$ cat config.mk
export PLATFORM = sky130hd
export DESIGN_NAME = serv_seq_ctrl
export DESIGN_NICKNAME = d
export VERILOG_FILES = /design/src/rtl/serv_seq_pkg.sv /design/src/rtl/serv_seq_cnt.sv /design/src/rtl/serv_seq_ctrl.sv
export SDC_FILE = /design/constraint.sdc
export NUM_CORES = 1
export LEC_CHECK = 0
export CAP_MARGIN = 20
export CORE_UTILIZATION = 45
export DETAILED_ROUTE_END_ITERATION = 7
export GPL_TIMING_DRIVEN = 0
export PLACE_DENSITY_LB_ADDON = 0.12
export SETUP_SLACK_MARGIN = 0.3
export SLEW_MARGIN = 0
export SYNTH_ARGS = -nofsm -noshare
export SYNTH_HDL_FRONTEND = slang
export SYNTH_HIERARCHICAL = 1
export SYNTH_SLANG_ARGS = --single-unit
$ cat constraint.sdc
create_clock -name i_clk -period 4.3 [get_ports i_clk]
set_input_delay 0.86 -clock i_clk [delete_from_list [all_inputs] [get_ports i_clk]]
set_output_delay 0.86 -clock i_clk [all_outputs]
set_load 0.01 [all_outputs]
$ cat src/rtl/serv_seq_pkg.sv
// Shared types and helpers for the bit-serial sequencing controller.
// The slice index is always 5 bits wide because one pass covers a 32-bit word.
package serv_seq_pkg;

  localparam int POS_W     = 5;
  localparam int WORD_BITS = 32;

  typedef enum logic [2:0] {
    ST_FETCH,
    ST_RFRD,
    ST_INIT,
    ST_WAIT,
    ST_RFWR,
    ST_EXEC
  } state_t;

  function automatic bit legal_w(input int w);
    return (w == 1) || (w == 2) || (w == 4) || (w == 8);
  endfunction

  function automatic int steps_for(input int w);
    return WORD_BITS / w;
  endfunction

endpackage

$ cat src/rtl/serv_seq_cnt.sv
// Step counter for one 32-bit pass of W-bit slices.
// It wraps to zero after the last step so the next pass always starts clean.
module serv_seq_cnt
  import serv_seq_pkg::*;
#(
  parameter int W = 1
) (
  input  logic             i_clk,
  input  logic             i_rst,
  input  logic             i_en,
  output logic [POS_W-1:0] o_pos,
  output logic             o_first,
  output logic             o_done,
  output logic             o_cnt0to3,
  output logic             o_cnt12to31
);

  localparam int STEPS = steps_for(W);
  localparam int SHIFT = $clog2(W);

  logic [POS_W-1:0] step_q, step_d;
  logic             last_step;

  always_comb begin
    last_step = (step_q == POS_W'(STEPS - 1));
    step_d    = step_q;
    if (i_en) begin
      step_d = last_step ? '0 : step_q + POS_W'(1);
    end
    o_pos       = step_q << SHIFT;
    o_first     = i_en & (step_q == '0);
    o_done      = i_en & last_step;
    o_cnt0to3   = (o_pos < POS_W'(4));
    o_cnt12to31 = (o_pos >= POS_W'(12));
  end

  always_ff @(posedge i_clk) begin
    if (i_rst) begin
      step_q <= '0;
    end else begin
      step_q <= step_d;
    end
  end

endmodule

$ cat src/rtl/serv_seq_ctrl.sv
// Sequencing controller for a W-bit-per-cycle serial core: fetch, RF read,
// optional init pass, bus/MDU wait, RF write and execute pass.
module serv_seq_ctrl
  import serv_seq_pkg::*;
#(
  parameter int W        = 1,
  parameter bit WITH_CSR = 1'b1,
  parameter bit ALIGN    = 1'b0,
  parameter bit MDU      = 1'b0
) (
  input  logic             i_clk,
  input  logic             i_rst,
  input  logic             i_stall,
  input  logic             i_ibus_ack,
  input  logic             i_rf_ready,
  input  logic             i_dbus_ack,
  input  logic             i_mdu_ready,
  input  logic             i_two_stage_op,
  input  logic             i_branch_op,
  input  logic             i_cond_branch,
  input  logic             i_bne_or_bge,
  input  logic             i_dbus_en,
  input  logic             i_mdu_op,
  input  logic             i_slt_or_branch,
  input  logic             i_e_op,
  input  logic             i_alu_cmp,
  input  logic             i_ctrl_misalign,
  input  logic             i_mem_misalign,
  input  logic             i_new_irq,
  output logic             o_ibus_cyc,
  output logic             o_dbus_cyc,
  output logic             o_mdu_valid,
  output logic             o_rf_rreq,
  output logic             o_rf_wreq,
  output logic             o_cnt_en,
  output logic [POS_W-1:0] o_cnt_pos,
  output logic             o_cnt_first,
  output logic             o_cnt_done,
  output logic             o_cnt0to3,
  output logic             o_cnt12to31,
  output logic [1:0]       o_mem_bytecnt,
  output logic             o_init,
  output logic             o_ctrl_pc_en,
  output logic             o_ctrl_jump,
  output logic             o_ctrl_trap
);

  if (!legal_w(W)) begin : g_bad_w
    $error("serv_seq_ctrl: W must be 1, 2, 4 or 8");
  end

  state_t           state_q, state_d;
  logic             jump_q, jump_d;
  logic             trap_q, trap_d;
  logic             stage2_q, stage2_d;
  logic             cnt_en;
  logic [POS_W-1:0] pos;
  logic             first, done, c0to3, c12to31;
  logic             take_branch, wait_exit;
  logic             ibus_cyc, dbus_cyc, mdu_valid, rf_rreq, rf_wreq, init, pc_en;

  // Stall only has meaning while a counting pass is in progress.
  assign cnt_en = ((state_q == ST_INIT) || (state_q == ST_EXEC)) && !i_stall;

  serv_seq_cnt #(.W(W)) u_cnt (
    .i_clk       (i_clk),
    .i_rst       (i_rst),
    .i_en        (cnt_en),
    .o_pos       (pos),
    .o_first     (first),
    .o_done      (done),
    .o_cnt0to3   (c0to3),
    .o_cnt12to31 (c12to31)
  );

  always_comb begin
    state_d   = state_q;
    jump_d    = jump_q;
    trap_d    = trap_q;
    stage2_d  = stage2_q;
    ibus_cyc  = 1'b0;
    dbus_cyc  = 1'b0;
    mdu_valid = 1'b0;
    rf_rreq   = 1'b0;
    rf_wreq   = 1'b0;
    init      = 1'b0;
    pc_en     = 1'b0;

    take_branch = i_branch_op & (!i_cond_branch | (i_alu_cmp ^ i_bne_or_bge));
    wait_exit   = i_dbus_ack | (MDU & i_mdu_ready) | i_slt_or_branch |
                  (!i_dbus_en & !i_mdu_op);

    case (state_q)
      ST_FETCH: begin
        ibus_cyc = 1'b1;
        if (i_ibus_ack) begin
          rf_rreq = 1'b1;
          trap_d  = 1'b0;
          state_d = ST_RFRD;
        end
      end
      ST_RFRD: begin
        if (i_rf_ready) begin
          state_d = (stage2_q || !i_two_stage_op || i_new_irq) ? ST_EXEC : ST_INIT;
        end
      end
      ST_INIT: begin
        init = 1'b1;
        if (done) begin
          jump_d  = take_branch;
          trap_d  = WITH_CSR & ((take_branch & i_ctrl_misalign & !ALIGN) |
                                (i_dbus_en & i_mem_misalign));
          state_d = ST_WAIT;
        end
      end
      // A pending trap skips the bus access and re-reads the RF for the handler.
      ST_WAIT: begin
        if (trap_q) begin
          rf_rreq  = 1'b1;
          stage2_d = 1'b1;
          state_d  = ST_RFRD;
        end else begin
          dbus_cyc  = i_dbus_en;
          mdu_valid = MDU & i_mdu_op;
          if (wait_exit) begin
            state_d = ST_RFWR;
          end
        end
      end
      ST_RFWR: begin
        rf_wreq  = 1'b1;
        stage2_d = 1'b1;
        state_d  = ST_RFRD;
      end
      ST_EXEC: begin
        pc_en = cnt_en;
        if (done) begin
          stage2_d = 1'b0;
          state_d  = ST_FETCH;
        end
      end
      default: state_d = ST_FETCH;
    endcase
  end

  always_ff @(posedge i_clk) begin
    if (i_rst) begin
      state_q  <= ST_FETCH;
      jump_q   <= 1'b0;
      trap_q   <= 1'b0;
      stage2_q <= 1'b0;
    end else begin
      state_q  <= state_d;
      jump_q   <= jump_d;
      trap_q   <= trap_d;
      stage2_q <= stage2_d;
    end
  end

  // Outputs are forced low for the whole cycle in which reset is asserted.
  always_comb begin
    o_ibus_cyc    = ibus_cyc & !i_rst;
    o_dbus_cyc    = dbus_cyc & !i_rst;
    o_mdu_valid   = mdu_valid & !i_rst;
    o_rf_rreq     = rf_rreq & !i_rst;
    o_rf_wreq     = rf_wreq & !i_rst;
    o_cnt_en      = cnt_en & !i_rst;
    o_cnt_pos     = i_rst ? '0 : pos;
    o_cnt_first   = first & !i_rst;
    o_cnt_done    = done & !i_rst;
    o_cnt0to3     = c0to3 & !i_rst;
    o_cnt12to31   = c12to31 & !i_rst;
    o_mem_bytecnt = i_rst ? 2'b00 : pos[POS_W-1 -: 2];
    o_init        = init & !i_rst;
    o_ctrl_pc_en  = pc_en & !i_rst;
    o_ctrl_jump   = jump_q & !i_rst;
    o_ctrl_trap   = !i_rst & WITH_CSR & (i_e_op | i_new_irq | trap_q);
  end

endmodule

==> flow_summary.yaml, run 1 <==
logic_synthesis:
  synth_cells: 113
  ys_ff_latch: 11
  synth_top_cell_area_share_pct: 24.08
  avgSynthCellArea_um2: 8.094
  yosysUniqueCellTypes: 43
  synth_flop_cell: "dfxtp_1"
  async_reset_ff_share_pct: 0
  ys_top_cells_by_count: "nor2_1, nor2b_1, dfxtp_1"
  syn_nets: 135
  yosys.area.top_type: "dfxtp_1"
  post-synth-top-count-cell: "nor2_1"
  netlist_area_um2: 914.6
  synth.area.top_cells: "dfxtp_1, nor2b_1, mux2i_1, nor2_1, buf_4"
  yosysWarnings: 6
  synth_edf_count: 0
  synth-seq-area-share_pct: 24.08
floorplanning:
  start_util_pct: 50.24
  fp.coreArea_um2: 1821
  die_h_um: 47.09
  ios: 40
  die_w_um: 47.09
  dieArea_um2: 2217
  fp-row-count: 15
timing:
  tns_ns: 0
  hold_ws_ns: 0.5083
  hold_viol: 0
  fin_skew_ns: 0.01062
  setup_ws_ns: 0.7303
  tightest_slew_ns: 0.4929
  relSlewSlack_pct: 66.29
  fin_crit_ns: 3.570
  rsz0062_at_grt: "false"
  setup_violations: 0
  max_freq_mhz: 280.1
  finalCritPeriodShare_pct: 83.02
  slew_viol_final: 0
cts:
  clk_pin_slew_ns: 0.07
  post_cts_resized: 0
  htree_num_levels: 1
  cts_tree: "built"
  post-cts-setup-buffers: 0
  clockBufferDepth: 2
  root_buffer: "clkbuf_4"
  cts_buffers: 3
  ctsHoldBuffers: 0
  cts.sinks: 11
  clk_latency_ns: 0.27
critical_path:
  crit_type: "in -> out"
  r2r_cells: 10
  rrSetupSlack_ns: 1.87
  arrival_ns: 2.71
  critPathMaxFanout: 11
  critPathLaunchType: "input pin"
  reg2reg_to: "state_q[2]"
  r2r-start: "state_q[2]"
  cp-end-kind: "output port"
  crit_path_start: "i_rst"
  cp.required_ns: 3.44
final_layout:
  nets: 177
  instances_no_fill: 179
  layout-drive-gt1-share_pct: 15.58
  diodes: 0
  syn_to_final_growth_pct: 46.79
grt:
  grt-ovfl-total: 0
  use_met1_pct: 26.76
  grt_pass1_vias: 859
  grt_max_degree: 12
  grt_antenna_before_repair: 0
  busiest_layer: "met2"
  use_met3_pct: 3.846
  grt_pass1_wl_mm: 3.525
  met2_usage_pct: 40.83
  grtUsageTotal_pct: 22.20
place:
  io_buffers: 37
  dpl.cell_count: 175
  place_hpwl_mm: 1.741
  gp_congestion: 0.8924
  place_ws_ns: 0.7221
power_and_ir_drop:
  seqPwrFrac_pct: 36.1
  vdd_ir_drop_max_v: 0.0001531
  sw_frac_of_total_pct: 33.54
  internal_power_uw: 222.2
  combPwrFrac_pct: 41.9
  leakagePower_uw: 0.0005150
  power_frac_clock_pct: 22.0
  pwr_density_cell_nw_per_um2: 249.0
  p_sw_uw: 112.1
drt:
  wire_per_inst_um: 12.65
  drc: 0
  viasPerCell: 5.380
  wl_mm: 2.265
  dr.pass1.iters: 4
  ant_nets: 0
  drt_iter0_drc: 37
  vias: 963
worst_hold_path:
  hold_path_depth: 2
  hold_path.class: "reg -> reg"
  hold_start: "jump_q"
  min_to: "jump_q"
job:
  cap_viol_max_count: 0
run_status:
  status: "completed"
[cell type report]
class                           count  area (µm²)
Clock buffer                        4       26.28
Tap cell                           25       31.28
Sequential cell                    11       220.2
Multi-Input combinational cell     88       599.3
Fill cell                         157       478.0
Buffer                             10       80.08
Timing Repair Buffer               37       370.4
Inverter                            4       15.01
[worst max-delay path, cell delays in order]
cell and delay [ns]:
clkdlybuf4s50_1 0.72, clkbuf_1 0.40, nor2b_1 0.12, buf_4 0.15
clkdlybuf4s50_1 0.46
[through the flow]
stage,power [µW],util [%],cell area [µm²]
2_1_floorplan,212.1,-,914.6
3_3_place_gp,255.7,72.30,1316
3_5_place_dp,261.4,72.30,1316
4_1_cts,335.0,73.75,1343
5_1_grt,351.6,73.75,1343
6_report,334.3,73.75,1343
[per-layer routing]
layer / up-vias / share of wire, %
met5: - / 0
met4: 0 / 0.66
met3: 2 / 6.8
met2: 49 / 50
met1: 438 / 42
li1: 474 / -
[how the worst max path moves through the flow]
stage / end / slack, ns / cells past startpoint
global placement: o_mem_bytecnt[1] / 0.76 / 5
global route: o_mem_bytecnt[0] / 0.61 / 5
finish: o_mem_bytecnt[0] / 0.73 / 5
floorplan: o_cnt_done / 1.86 / 5
CTS: o_mem_bytecnt[0] / 0.72 / 5
detailed placement: o_mem_bytecnt[0] / 0.72 / 5
[power by group through the flow]
stage | clock network [µW] | logic, µW | registers [µW]
after floorplan | 0 | 92.5 | 120
after global placement | 0 | 134 | 122
after detailed placement | 0 | 139 | 122
after CTS | 74.4 | 140 | 120
after global routing | 77.9 | 152 | 122
final | 73.5 | 140 | 121
[cells by family after synthesis]
logic type | Yosys count | share of synthesized area (%)
other cells | 1 | 0.4100
simple gates | 56 | 36.11
buf+inv | 14 | 10.40
fa+ha+maj | 3 | 4.104
xor+xnor | 2 | 1.916
flops | 11 | 24.08
compound gates | 20 | 16.42
mux | 6 | 6.567
[layout by cell type (no fill, tap or decap), drive strengths merged, types with 2 or more instances in the layout]
cell type and n:
nand2b 2, nor3 4, a211oi 2, or3 2
a21oi 5, ha 3, dfxtp 11, clkbuf 5
and2 2, nor2b 14, inv 4, a221oi 2
mux2i 6, o21ai 3, nor3b 3, clkdlybuf4s50 37
buf 9, and3 2, nor2 15, nand2 4
a31oi 2
[flip-flops by register name, summed over array words and instances (netlist names)]
signal / count
jump_q: 1
state_q: 3
stage2_q: 1
trap_q: 1
u_cnt/o_pos: 5
Power figures use the tool's default switching activity.
==> inputs of run 2 (changes only) <==
--- a/config.mk
+++ b/config.mk
@@ -6,7 +6,7 @@
 export NUM_CORES = 1
 export LEC_CHECK = 0
 export CAP_MARGIN = 20
-export CORE_UTILIZATION = 45
+export CORE_UTILIZATION = 41
 export DETAILED_ROUTE_END_ITERATION = 7
 export GPL_TIMING_DRIVEN = 0
 export PLACE_DENSITY_LB_ADDON = 0.12
==> constraint.sdc (replaced) <==
create_clock -name i_clk -period 3.3 [get_ports i_clk]
set_input_delay 0.66 -clock i_clk [delete_from_list [all_inputs] [get_ports i_clk]]
set_output_delay 0.66 -clock i_clk [all_outputs]
set_load 0.01 [all_outputs]
==> run 2 against run 1 <==
Die area grew 9.3%. Total power grew 29%. Critical path depth grew 1. Critical path type unchanged. Register-to-register slack lost 0.86 ns. Sequential share of layout area shrank 0.21 points. Final area grew 1.3%. First-iteration DRC count shrank 65%. Critical endpoint is now o_rf_rreq.
==> flow_summary.yaml, run 2 (same netlist as run 1, synthesis figures left out) <==
run_status:
  status: "completed"
grt:
  grt_pass1_vias: 846
  grt_max_degree: 12
  grt_antenna_before_repair: 0
  grt_pass1_wl_mm: 3.739
  grtUsageTotal_pct: 19.91
  grt-ovfl-total: 0
final_layout:
  final_cell_mix: "clkdlybuf4s50_1, nor2_1, nor2b_1"
  nets: 177
  multi_input_area_um2: 609.3
  diodes: 0
  largest_reg_flops: 5
  syn_to_final_growth_pct: 48.70
  fillers: 176
  fin_area_um2: 1360
  fin_util_pct: 67.26
  mostFrequentLayoutCell: "clkdlybuf4s50_1"
  layout.area.seq_um2: 220.2
  layout-drive-gt1-share_pct: 18.18
critical_path:
  path_depth: 6
  critPathLaunchType: "input pin"
  cpPeakStageDelay_ns: 0.55
  r2r-start: "state_q[2]"
  path_buf_inv: 2
  critPathMostFrequentCell: "clkdlybuf4s50_1"
  rrSetupSlack_ns: 1.01
  arrival_ns: 2.18
  crit_type: "in -> out"
  critPathMaxFanout: 3
  cp-end-kind: "output port"
  r2r_cells: 10
  crit_slowest_cell: "clkdlybuf4s50_1"
  reg2reg_to: "state_q[2]"
  cp_top_family: "buffers and inverters"
  crit_chain: "clkdlybuf4s50_1 -> nor2b_2 -> nor2b_1 -> a31oi_1 -> nor3_1 -> clkdlybuf4s50_1"
  cp.required_ns: 2.64
floorplanning:
  die_w_um: 49.23
  fp.coreArea_um2: 2022
  die_h_um: 49.23
  fp-row-count: 16
  dieArea_um2: 2424
  start_util_pct: 45.24
  ios: 40
worst_hold_path:
  hold_start: "stage2_q"
  min_to: "stage2_q"
  hold_path_depth: 2
  hold_path.class: "reg -> reg"
drt:
  ant_nets: 0
  drc: 0
  dr.pass1.iters: 4
  drt_iter0_drc: 13
  viasPerCell: 5.127
  vias: 928
  wl_mm: 2.154
  wire_per_inst_um: 11.90
cts:
  root_buffer: "clkbuf_4"
  clk_pin_slew_ns: 0.07
  cts_tree: "built"
  clk_latency_ns: 0.27
  clockBufferDepth: 2
  post-cts-setup-buffers: 0
  cts_buffers: 3
  cts.sinks: 11
  htree_num_levels: 1
  ctsHoldBuffers: 0
place:
  dpl_cell_area_um2: 1319
  place_hpwl_mm: 1.630
  io_buffers: 37
  gp_congestion: 0.8599
timing:
  fin_crit_ns: 2.842
  finalCritPeriodShare_pct: 86.12
  rsz0062_at_grt: "false"
  setup_violations: 0
  tightest_slew_ns: 0.5105
  tns_ns: 0
  hold_ws_ns: 0.4994
  relSlewSlack_pct: 65.09
  slew_viol_final: 0
  max_freq_mhz: 351.9
  fin_skew_ns: 0.005855
  hold_viol: 0
power_and_ir_drop:
  vdd_ir_drop_max_v: 0.0002659
  leakagePower_uw: 0.0005589
  pwr_density_cell_nw_per_um2: 316.3
job:
  cap_viol_max_count: 0
[run 2: cell count changes in the layout (fill, tap and decap cells not counted), sizes merged]
| cell | change |
|---|---|
| clkdlybuf4s50 | -3 |
| dlygate4sd2 | +1 |
| dlymetal6s2s | +2 |
[run 2: timing repair]
item	4_1_cts	5_1_grt
gates resized for setup	4	4
pin swaps	0	0
endpoints found under the setup margin	13	3
[run 2: through the flow]
step	instances	setup WS (ns)	total power [µW]
floorplan	113	1.148	276.4
global placement	177	0.1464	334.4
detailed placement	177	0.1435	336.1
CTS	181	0.3319	429.9
global route	181	0.3384	463.2
finish	181	0.4582	430.1
[run 2: routing by layer]
layer / GRT usage [%] / share of wire (%) / vias up
met5: 0 / 0 / -
met4: 4.412 / 0.65 / 0
met3: 4.673 / 5.8 / 2
met2: 33.11 / 48 / 33
met1: 25.70 / 45 / 415
li1: - / - / 478
[run 2: area by class of cell]
| cell class | instances | share of cell area (%) |
|---|---|---|
| clock buffers | 4 | 1.932 |
| inverters | 4 | 1.104 |
| well taps | 27 | 2.484 |
| multi-input cells | 88 | 44.80 |
| flip-flops and latches | 11 | 16.19 |
| repair buffers | 37 | 27.51 |
| plain buffers | 10 | 5.980 |
[run 2: power by group]
group	internal, µW	total [µW]	switching, µW
sequential	145	156	11.5
combinational	98.1	180	82.2
clock	46.8	93.6	46.8
[run 2: tightest hold or removal path: stages (launching register included)]
cell and delay [ns]:
dfxtp_1 0.32, o21ai_0 0.07, a21oi_1 0.06
[run 2: worst max path at each step]
stage                          start               end  slack, ns
final                     i_ibus_ack         o_rf_rreq       0.46
after global routing           i_rst      o_ctrl_pc_en       0.34
after CTS                 state_q[2]        o_cnt_done       0.33
after detailed placement       i_rst  o_mem_bytecnt[1]       0.14
after global placement         i_rst  o_mem_bytecnt[0]       0.15
after floorplan           state_q[1]        o_cnt_done       1.15
